$ cat config.mk
export PLATFORM = sky130hd
export DESIGN_NAME = sdram_arbiter
export DESIGN_NICKNAME = d
export VERILOG_FILES = /design/src/rtl/sdram_arbiter.sv
export SDC_FILE = /design/constraint.sdc
export NUM_CORES = 1
export LEC_CHECK = 0
export ABC_AREA = 1
export BUFFER_PORTS_ARGS = -buffer_cell sky130_fd_sc_hd__buf_2
export CAP_MARGIN = 20
export CORE_MARGIN = 5
export CORE_UTILIZATION = 40
export CTS_CLUSTER_DIAMETER = 80
export DETAILED_ROUTE_END_ITERATION = 12
export GPL_ROUTABILITY_DRIVEN = 0
export MAX_ROUTING_LAYER = met4
export PLACE_DENSITY_LB_ADDON = 0.2
export SYNTH_ARGS = -nofsm -noshare
export SYNTH_HDL_FRONTEND = slang
export SYNTH_SLANG_ARGS = --single-unit
$ cat constraint.sdc
create_clock -name clk_sys -period 4.65 [get_ports clk_sys]
set_input_delay 0.93 -clock clk_sys [delete_from_list [all_inputs] [get_ports clk_sys]]
set_output_delay 0.93 -clock clk_sys [all_outputs]
set_load 0.01 [all_outputs]
$ cat src/rtl/sdram_arbiter.sv
// SDRAM arbiter: ROM download buffer, CPU port and cassette read port
// sharing one SDRAM controller, with a CPU-starvation guard for cassette.
module sdram_arbiter #(
  parameter int ADDR_W     = 18,
  parameter int ACC_CYCLES = 4,
  parameter int CAS_STARVE = 8
) (
  input  logic              clk_sys,
  input  logic              reset,
  input  logic              dl_wr,
  input  logic [ADDR_W-1:0] dl_addr,
  input  logic [7:0]        dl_data,
  output logic              dl_ovf,
  input  logic              cpu_req,
  input  logic              cpu_we,
  input  logic [ADDR_W-1:0] cpu_addr,
  input  logic [7:0]        cpu_din,
  output logic [7:0]        cpu_dout,
  output logic              cpu_ack,
  input  logic              cas_req,
  input  logic [ADDR_W-1:0] cas_addr,
  output logic [7:0]        cas_dout,
  output logic              cas_ack,
  output logic [ADDR_W-1:0] sd_addr,
  output logic [7:0]        sd_din,
  output logic              sd_we,
  output logic              sd_rd,
  input  logic [7:0]        sd_dout,
  input  logic              sd_ready
);

  typedef enum logic [1:0] {IDLE, ACCESS, DONE} state_t;
  typedef enum logic [1:0] {OWN_DL, OWN_CPU, OWN_CAS} own_t;

  localparam int SW = $clog2(CAS_STARVE + 1);
  localparam logic [3:0]    LAST = 4'(ACC_CYCLES - 1);
  localparam logic [SW-1:0] SMAX = SW'(CAS_STARVE);

  state_t            state_q, state_d;
  own_t              own_q, own_d;
  logic [3:0]        cnt_q, cnt_d;
  logic [SW-1:0]     starve_q, starve_d;
  logic              dlv_q, dlv_d;
  logic [ADDR_W-1:0] dla_q, dla_d;
  logic [7:0]        dld_q, dld_d;
  logic              ovf_q, ovf_d;
  logic [ADDR_W-1:0] sd_addr_q, sd_addr_d;
  logic [7:0]        sd_din_q, sd_din_d;
  logic              sd_we_q, sd_we_d;
  logic              sd_rd_q, sd_rd_d;
  logic [7:0]        cpu_dout_q, cpu_dout_d;
  logic [7:0]        cas_dout_q, cas_dout_d;
  logic              cpu_ack_q, cpu_ack_d;
  logic              cas_ack_q, cas_ack_d;

  logic g_dl, g_cas_s, g_cpu, g_cas, dl_done;

  // Grant selection: download, starved cassette, cpu, cassette
  always_comb begin
    g_dl    = dlv_q;
    g_cas_s = !dlv_q && cas_req && (starve_q == SMAX);
    g_cpu   = !dlv_q && !g_cas_s && cpu_req;
    g_cas   = g_cas_s || (!dlv_q && !cpu_req && cas_req);
  end

  // Next-state logic for FSM, buffer, counters and registered outputs
  always_comb begin
    state_d    = state_q;
    own_d      = own_q;
    cnt_d      = cnt_q;
    starve_d   = starve_q;
    dlv_d      = dlv_q;
    dla_d      = dla_q;
    dld_d      = dld_q;
    ovf_d      = ovf_q;
    sd_addr_d  = sd_addr_q;
    sd_din_d   = sd_din_q;
    sd_we_d    = sd_we_q;
    sd_rd_d    = sd_rd_q;
    cpu_dout_d = cpu_dout_q;
    cas_dout_d = cas_dout_q;
    cpu_ack_d  = 1'b0;
    cas_ack_d  = 1'b0;
    dl_done    = 1'b0;
    unique case (state_q)
      IDLE: begin
        if (sd_ready) begin
          unique case (1'b1)
            g_dl: begin
              own_d     = OWN_DL;
              sd_addr_d = dla_q;
              sd_din_d  = dld_q;
              sd_we_d   = 1'b1;
              sd_rd_d   = 1'b0;
              cnt_d     = '0;
              state_d   = ACCESS;
            end
            g_cpu: begin
              own_d     = OWN_CPU;
              sd_addr_d = cpu_addr;
              sd_din_d  = cpu_din;
              sd_we_d   = cpu_we;
              sd_rd_d   = !cpu_we;
              cnt_d     = '0;
              state_d   = ACCESS;
              if (cas_req && starve_q != SMAX)
                starve_d = starve_q + 1'b1;
            end
            g_cas: begin
              own_d     = OWN_CAS;
              sd_addr_d = cas_addr;
              sd_din_d  = '0;
              sd_we_d   = 1'b0;
              sd_rd_d   = 1'b1;
              cnt_d     = '0;
              starve_d  = '0;
              state_d   = ACCESS;
            end
            default: ;
          endcase
        end
      end
      ACCESS: begin
        if (cnt_q == LAST) begin
          state_d = DONE;
          sd_we_d = 1'b0;
          sd_rd_d = 1'b0;
          unique case (own_q)
            OWN_CPU: begin
              cpu_ack_d = 1'b1;
              if (sd_rd_q)
                cpu_dout_d = sd_dout;
            end
            OWN_CAS: begin
              cas_ack_d  = 1'b1;
              cas_dout_d = sd_dout;
            end
            default: begin
              dlv_d   = 1'b0;
              dl_done = 1'b1;
            end
          endcase
        end else begin
          cnt_d = cnt_q + 4'd1;
        end
      end
      DONE:    state_d = IDLE;
      default: state_d = IDLE;
    endcase
    if (!cas_req)
      starve_d = '0;
    if (dl_wr) begin
      if (!dlv_q || dl_done) begin
        dlv_d = 1'b1;
        dla_d = dl_addr;
        dld_d = dl_data;
      end else begin
        ovf_d = 1'b1;
      end
    end
  end

  // State and output registers with synchronous reset
  always_ff @(posedge clk_sys) begin
    if (reset) begin
      state_q    <= IDLE;
      own_q      <= OWN_DL;
      cnt_q      <= '0;
      starve_q   <= '0;
      dlv_q      <= 1'b0;
      dla_q      <= '0;
      dld_q      <= '0;
      ovf_q      <= 1'b0;
      sd_addr_q  <= '0;
      sd_din_q   <= '0;
      sd_we_q    <= 1'b0;
      sd_rd_q    <= 1'b0;
      cpu_dout_q <= '0;
      cas_dout_q <= '0;
      cpu_ack_q  <= 1'b0;
      cas_ack_q  <= 1'b0;
    end else begin
      state_q    <= state_d;
      own_q      <= own_d;
      cnt_q      <= cnt_d;
      starve_q   <= starve_d;
      dlv_q      <= dlv_d;
      dla_q      <= dla_d;
      dld_q      <= dld_d;
      ovf_q      <= ovf_d;
      sd_addr_q  <= sd_addr_d;
      sd_din_q   <= sd_din_d;
      sd_we_q    <= sd_we_d;
      sd_rd_q    <= sd_rd_d;
      cpu_dout_q <= cpu_dout_d;
      cas_dout_q <= cas_dout_d;
      cpu_ack_q  <= cpu_ack_d;
      cas_ack_q  <= cas_ack_d;
    end
  end

  assign dl_ovf   = ovf_q;
  assign cpu_dout = cpu_dout_q;
  assign cpu_ack  = cpu_ack_q;
  assign cas_dout = cas_dout_q;
  assign cas_ack  = cas_ack_q;
  assign sd_addr  = sd_addr_q;
  assign sd_din   = sd_din_q;
  assign sd_we    = sd_we_q;
  assign sd_rd    = sd_rd_q;

endmodule

==> results_dict.tcl, run 1 <==
set metrics [dict create \
    drtIter0Drc 193 \
    synth_area_sq_um 3700 \
    ant_nets 0 \
    synth_flop_cell "dfxtp_1" \
    vias_per_cell 4.84 \
    path_class "flop to flop" \
    fp.dieW_um 106 \
    rrSetupSlack_ns 2.35 \
    status "completed" \
    drive_gt1_share_pct 27.0 \
    drc 0 \
    io_buffers 131 \
    fin_util_pct 50.5 \
    cts-root-buf "clkbuf_8" \
    seq_area_sq_um 1720 \
    grt_pass1_vias 3540 \
    ys_seq_area_share_pct 46.5 \
    synthDistinctLibCells 29 \
    vias 3603 \
    ios 132 \
    synth.avg_cell_area_sq_um 7.29 \
    insertion_delay_ns 0.36 \
    routedWlPerCell_um 13.9 \
    grt_pass1_wl_um 16700 \
    setup-violations-final 0 \
    yosysWarnings 0 \
    use_met2_pct 30.5 \
    antenna_cells 0 \
    setup_tns_ns 0 \
    cts.clk_slew.worst_paths_ns 0.09 \
    die_area_sq_um 11300 \
    worst-path-buf-inv 2 \
    vdd_ir_drop_max_mv 0.192 \
    grt_use_met1_pct 23.8 \
    worst_pin_slew_ns 0.768 \
    p_leak_nw 2.20 \
    wl_um 10300 \
    die_height_um 106 \
    drt-pass1-iter-count 4 \
    hpwlAfterDp_um 7650 \
    ys_ff_latch 86 \
    grt_overflow 0 \
    arrival_ns 2.61 \
    crit_chain "inv_1 > ha_1 > nand3_1 > nand2_1 > a21oi_2 > nand3_1 > nand3_1 > nand2_1 > inv_1" \
    slew_headroom_pct 48.7 \
    synth_top_cell_area_share_pct 46.5 \
    total_power_mw 1.58 \
    crit_fanout 21 \
    synth_fp_nets 598 \
    cts_hold_buf 0 \
    fin_nets 718 \
    hold_class "flop to flop" \
    grt_setup_unrepaired "no" \
    finalInstanceArea_sq_um 4600 \
    syn_inst 508 \
    grt_max_degree 49 \
    cts_tree "yes" \
    yosys-top-cells-area "dfxtp_1 (47%), nor2_1 (12%), nand2_1 (8.3%), o21ai_0 (6.1%), nand3_1 (5.5%)" \
    worstSetupEndpointType "flop" \
    cts_resized 0 \
    htreeDepth 3 \
    hold_viol 0 \
    cp.required_ns 4.96 \
    antenna_found_initial 0 \
    skew_ns 0.00952 \
    fin_crit_sh_pct 49.4 \
    use_met3_pct 4.68 \
    yosysTopAreaCell "dfxtp_1" \
    final_common_cell "buf_2" \
    startpoint_type "flop" \
    cts_setup_buffers 0 \
    fin_crit_ns 2.30 \
    nFillCells 966 \
    clockBufferDepth 2 \
    area_growth_pct 24.3 \
    numCtsBuffers 9 \
    layout_common_cells "buf_2 (131), nor2_1 (118), dfxtp_1 (86)" \
    multiInputGateArea_sq_um 1720 \
    slowest_stage "a21oi_2" \
    grt_usage_pct 18.9 \
    async_flop_share_pct 0 \
    drv_slew 0 \
    cts.sinks 86 \
    num_rows 35 \
    coreArea_sq_um 9110 \
    dpl_cell_area_sq_um 4380 \
    maxCapViolCount 0 \
    critPathTopFamily "simple AND/OR/NAND/NOR gates" \
    slowest_delay_ns 0.70 \
    max_freq_mhz 436 \
    initial_core_util_pct 40.6 \
    synth-edff-count 0 \
    powerDensity_nw_per_um2 344 \
    crit_path_frequent_cell "nand3_1" \
    grt-busiest-layer "met2" \
]
cell families (layout without fill, tap and decap cells):
family          after synthesis  count (layout)  share of synthesized area [%]
flops                        86              86                           46.5
buf+inv                      60             185                           7.03
compound gates               83              83                           12.4
fa+ha+maj                     5               5                           1.69
simple gates                272             272                           31.9
xor+xnor                      2               2                          0.473
worst paths after layout:
check,depth (start not counted),to,startpoint
max reg2reg,9,sd_addr[3],starve_q[0]
min reg2reg,2,sd_we,sd_we
min,2,sd_we,sd_we
max,9,sd_addr[3],starve_q[0]
flip-flops by register name, indices dropped and copies added (netlist names), 2 cells and up:
register,cells
sd_addr,18
dla_q,18
dld_q,8
sd_din,8
cas_dout,8
own_q,2
cpu_dout,8
state_q,2
starve_q,4
cnt_q,4
worst register-to-register path: cells and delay by family (launching register included):
| kind | cells | cell delay, ns |
|---|---|---|
| simple gates | 5 | 0.85 |
| compound gates | 1 | 0.70 |
| flops | 1 | 0.40 |
| fa+ha+maj | 1 | 0.19 |
| buf+inv | 2 | 0.12 |
metrics by stage:
step / cells / setup slack [ns] / hold slack, ns
global placement: 727 / 1.87 / 0.448
finish: 744 / 2.35 / 0.464
floorplan: 508 / 2.78 / 0.453
detailed placement: 727 / 1.88 / 0.456
CTS: 743 / 2.26 / 0.471
global route: 744 / 2.06 / 0.491
Yosys cell counts, types with 2 or more instances:
master and number:
nor2_4 4, buf_4 3, buf_6 2, nand3_1 41, ha_1 5, a22oi_1 8
and3_1 2, nand2_1 82, o21ai_0 45, buf_2 6, xor2_1 2, clkbuf_1 12
nand2_2 6, nand2_4 2, inv_2 7, inv_1 29, a21oi_1 23, nand4_1 14
dfxtp_1 86, o21a_1 2, nor2_1 118, a21oi_2 2
where the power goes:
part           total, mW  internal, mW  switching (mW)
Clock              0.539         0.253           0.286
Combinational      0.241        0.0931           0.148
Sequential         0.801         0.777          0.0237
final cells by class:
cell class                      instances  share of cell area, %
Sequential cell                        86                   37.4
Multi-Input combinational cell        362                   37.4
Timing Repair Buffer                  132                   14.8
Inverter                               37                   3.05
Tap cell                              111                   3.02
Clock buffer                           10                   2.77
Clock inverter                          6                   1.55
layer usage:
| layer | part of all wire [%] | vias to the layer above |
|---|---|---|
| met4 | 0.97 | 0 |
| met2 | 47 | 93 |
| met3 | 5.7 | 7 |
| li1 | - | 1892 |
| met5 | 0 | - |
| met1 | 46 | 1611 |
Power figures use the tool's default switching activity.
==> inputs of run 2 (changes only) <==
Clock period 4.65 ns to 2.35 ns, I/O delays scaled along.
==> results_dict.tcl, run 2 (synthesized netlist as in run 1, its figures left out) <==
set metrics [dict create \
    maxCapViolCount 0 \
    final_common_cell "buf_2" \
    grt_pass1_vias 3565 \
    drive_gt1_share_pct 27.6 \
    fin_nets 722 \
    setup_tns_ns 0 \
    ant_nets 0 \
    p_comb_share_pct 14.7 \
    layout_common_cells "buf_2 (131), nor2_1 (118), dfxtp_1 (86)" \
    setup-violations-final 0 \
    vdd_ir_drop_max_mv 0.297 \
    antenna_cells 0 \
    total_power_mw 3.26 \
    ios 132 \
    drtIter0Drc 217 \
    slew_headroom_pct 63.3 \
    grt_overflow 0 \
    startpoint_type "flop" \
    initial_core_util_pct 40.6 \
    fp.dieW_um 106 \
    cts.clk_slew.worst_paths_ns 0.10 \
    clockBufferDepth 2 \
    fin_ws_ns 0.462 \
    grt_setup_unrepaired "no" \
    area_growth_pct 25.8 \
    antenna_found_initial 0 \
    routedWlPerCell_um 13.9 \
    intPower_mw 2.36 \
    powerDensity_nw_per_um2 700 \
    p_leak_nw 2.23 \
    drt-pass1-iter-count 5 \
    grt_usage_pct 19.2 \
    fin_cells 748 \
    grt_max_degree 34 \
    r2r-end "dla_q[4]" \
    skew_ns 0.0122 \
    vias 3644 \
    endpoint "dla_q[4]" \
    cts_resized 0 \
    path_class "flop to flop" \
    p_seq_share_pct 48.6 \
    drv_slew 0 \
    hold_class "input port to flop" \
    status "completed" \
    dp_cells 732 \
    io_buffers 131 \
    max_freq_mhz 530 \
    swShare_pct 27.5 \
    pre_cts_slack_ns 0.410 \
    grt_pass1_wl_um 16700 \
    fin_crit_ns 1.89 \
    drc 0 \
    hpwlAfterDp_um 7970 \
    cts_setup_buffers 0 \
    fin_crit_sh_pct 80.4 \
    die_height_um 106 \
    reg2regPathDepth 9 \
    die_area_sq_um 11300 \
    fin_util_pct 51.1 \
    cts_hold_buf 0 \
    cts.sinks 86 \
    coreArea_sq_um 9110 \
    switchingPower_uw 895 \
    worst_pin_slew_ns 0.550 \
    hold_viol 0 \
    rrSetupSlack_ns 0.46 \
    cts-root-buf "clkbuf_8" \
    numCtsBuffers 9 \
    nFillCells 948 \
    critPathLaunch "cnt_q[0]" \
    worstSetupEndpointType "flop" \
    num_rows 35 \
    htreeDepth 3 \
    clockPowerShare_pct 36.6 \
    cp.required_ns 2.60 \
    vias_per_cell 4.87 \
    arrival_ns 2.14 \
    wl_um 10400 \
    insertion_delay_ns 0.36 \
    crit_fanout 27 \
    cts_tree "yes" \
    r2r-start "cnt_q[0]" \
]
-- run 2: changes by cell type in the layout (fill, tap and decap cells not counted), sizes merged --
| cell | change |
|---|---|
| bufinv | +1 |
| clkinvlp | +1 |
| clkinv | -3 |
| buf | +4 |
| inv | +1 |
-- run 2: worst min path at each step --
stage | startpoint | endpoint | slack (ns) | cells after the start
3_5_place_dp | dl_ovf | dl_ovf | 0.45 | 1
3_3_place_gp | dl_ovf | dl_ovf | 0.45 | 1
6_report | cpu_din[3] | sd_din[3] | 0.35 | 3
5_1_grt | cpu_din[2] | sd_din[2] | 0.33 | 3
4_1_cts | cpu_din[3] | sd_din[3] | 0.33 | 3
2_1_floorplan | cnt_q[3] | cnt_q[3] | 0.45 | 2
-- run 2: worst max-delay path, cell delays in order (launching register included) --
cell and delay [ns]:
dfxtp_1 0.35, ha_1 0.23, nand3_1 0.15, nor2_4 0.06, nand2_1 0.07, nand2_2 0.08, nand2_4 0.21, clkinv_2 0.35
nor2_1 0.21, nor2_1 0.06
-- run 2: power groups by stage --
stage          registers [mW]  logic, mW  clock network (mW)
2_1_floorplan            1.63      0.290                   0
3_3_place_gp             1.62      0.473                   0
3_5_place_dp             1.62      0.483                   0
4_1_cts                  1.58      0.486                1.22
5_1_grt                  1.60      0.548                1.29
6_report                 1.58      0.480                1.19
-- run 2: layer usage --
| layer | part of all wire, % | global-route usage [%] | vias up |
|---|---|---|---|
| met5 | 0 | - | - |
| met2 | 48 | 30.5 | 111 |
| met3 | 5.5 | 3.58 | 13 |
| li1 | - | - | 1897 |
| met4 | 1.8 | 8.51 | 0 |
| met1 | 45 | 23.7 | 1623 |
-- run 2: through the flow --
| step | cell area [sq um] | hold slack [ns] |
|---|---|---|
| floorplan | 3700 | 0.453 |
| global placement | 4430 | 0.447 |
| detailed placement | 4430 | 0.453 |
| CTS | 4660 | 0.328 |
| global route | 4660 | 0.326 |
| finish | 4660 | 0.345 |
-- run 2: cell type report --
cell class                 instances  area, sq um  share of cell area [%]
sequential                        86         1720                    37.0
multi-input combinational        362         1720                    36.9
timing repair buffer             136          706                    15.2
inverter                          37          140                    3.01
tap                              111          139                    2.98
clock buffer                      10          138                    2.96
clock inverter                     6         92.6                    1.99
==> inputs of run 3 (changes only) <==
Clock period 2.35 ns to 1.6 ns, I/O delays scaled along.
==> results_dict.tcl, run 3 (synthesized netlist as in run 1, its figures left out) <==
set metrics [dict create \
    status "completed" \
    max_freq_mhz 656 \
    clockBufferDepth 2 \
    startpoint_type "flop" \
    numCtsBuffers 9 \
    die_height_um 106 \
    grt_pass1_vias 3440 \
    fin_crit_sh_pct 95.2 \
    p_leak_nw 2.37 \
    critPathTopFamily "simple AND/OR/NAND/NOR gates" \
    vias_per_cell 4.89 \
    cts.clk_slew.worst_paths_ns 0.10 \
    antenna_found_initial 1 \
    vdd_ir_drop_max_mv 0.401 \
    coreArea_sq_um 9110 \
    fin_ws_ns 0.0762 \
    cts_tree "yes" \
    worst_pin_slew_ns 0.333 \
    drtIter0Drc 201 \
    insertion_delay_ns 0.37 \
    slowest_delay_ns 0.36 \
    nFillCells 902 \
    crit_chain "ha_4 > nand3_4 > nor2_4 > nand2_2 > nand2_4 > nand2_8 > buf_12 > o21ai_0 > nor2_1" \
    drc 0 \
    arrival_ns 1.78 \
    area_growth_pct 34.0 \
    grt_usage_pct 18.5 \
    cts-root-buf "clkbuf_8" \
    worst-path-buf-inv 1 \
    final_common_cell "buf_2" \
    drv_slew 0 \
    hpwlAfterDp_um 8010 \
    num_rows 35 \
    wl_um 10800 \
    slowest_stage "dfxtp_2" \
    skew_ns 0.0194 \
    layout_common_cells "buf_2 (131), nor2_1 (118), dfxtp_1 (84)" \
    htreeDepth 3 \
    fp.dieW_um 106 \
    powerDensity_nw_per_um2 929 \
    path_class "flop to flop" \
    cp.required_ns 1.86 \
    io_buffers 131 \
    grt_max_degree 37 \
    total_power_mw 4.61 \
    worstSetupEndpointType "flop" \
    initial_core_util_pct 40.6 \
    slew_headroom_pct 77.8 \
    grt_pass1_wl_um 16400 \
    grt_overflow 0 \
    setup-violations-final 0 \
    drt-pass1-iter-count 4 \
    die_area_sq_um 11300 \
    cts.sinks 86 \
    ant_nets 0 \
    cts_hold_buf 0 \
    routedWlPerCell_um 14.0 \
    grt_setup_unrepaired "yes" \
    maxCapViolCount 0 \
    fin_crit_ns 1.52 \
    crit_fanout 10 \
    hold_viol 0 \
    drive_gt1_share_pct 31.9 \
    vias 3796 \
    fin_nets 749 \
    ios 132 \
    pre_cts_slack_ns -0.0738 \
    hold_class "input port to flop" \
]
## run 3: cell count changes in the layout (fill, tap and decap cells not counted), moves of 3 or more
| cell | previous run | this run |
|---|---|---|
| o21ai_1 | 0 | 14 |
| buf_4 | 4 | 24 |
| o21ai_0 | 45 | 29 |
| buf_12 | 1 | 4 |
## run 3: where the power goes
group	switching [mW]	internal [mW]
clock network	0.820	0.624
logic	0.472	0.365
registers	0.0648	2.26
total	1.36	3.25
## run 3: worst paths after layout
check	from	endpoint	slack [ns]	cells after the start
setup / recovery	cnt_q[0]	dla_q[2]	0.08	9
setup reg to reg	cnt_q[0]	dla_q[2]	0.08	9
hold / removal	dl_addr[5]	dla_q[5]	0.18	3
hold reg to reg	sd_addr[9]	sd_addr[9]	0.47	2
## run 3: area by class of cell
| class | instances | area (sq um) | area share, % |
|---|---|---|---|
| antenna | 1 | 2.50 | 0.0505 |
| clock buffer | 11 | 141 | 2.85 |
| clock inverter | 5 | 42.5 | 0.858 |
| inverter | 37 | 146 | 2.95 |
| multi-input combinational | 364 | 1800 | 36.3 |
| sequential | 86 | 1720 | 34.8 |
| tap | 111 | 139 | 2.80 |
| timing repair buffer | 161 | 966 | 19.5 |
## run 3: tightest hold or removal path: stages
cell     delay (ns)
buf_2          0.07
o21ai_1        0.05
nor2_1         0.07
## run 3: per-stage QoR
step / std cells / setup TNS [ns] / cell area (sq um) / util [%] / hold WS (ns)
floorplan: 508 / 0 / 3700 / - / 0.453
global placement: 750 / 0 / 4600 / 50.5 / 0.448
detailed placement: 750 / -0.531 / 4600 / 50.5 / 0.459
CTS: 766 / 0 / 4790 / 52.6 / 0.192
global route: 776 / -0.00447 / 4960 / 54.5 / 0.185
finish: 776 / 0 / 4960 / 54.5 / 0.180
## run 3: repair_timing
item	4_1_cts	5_1_grt
pin swaps	0	4
gates cloned	0	4
setup buffers	0	5
setup endpoints to repair	25	37
resized for setup	4	30
## run 3: routing by layer
| layer | GRT usage (%) | share of wire, % |
|---|---|---|
| met2 | 28.7 | 46 |
| met3 | 5.34 | 6.3 |
| met1 | 23.4 | 46 |
| met4 | 5.83 | 1.8 |
| met5 | - | 0 |
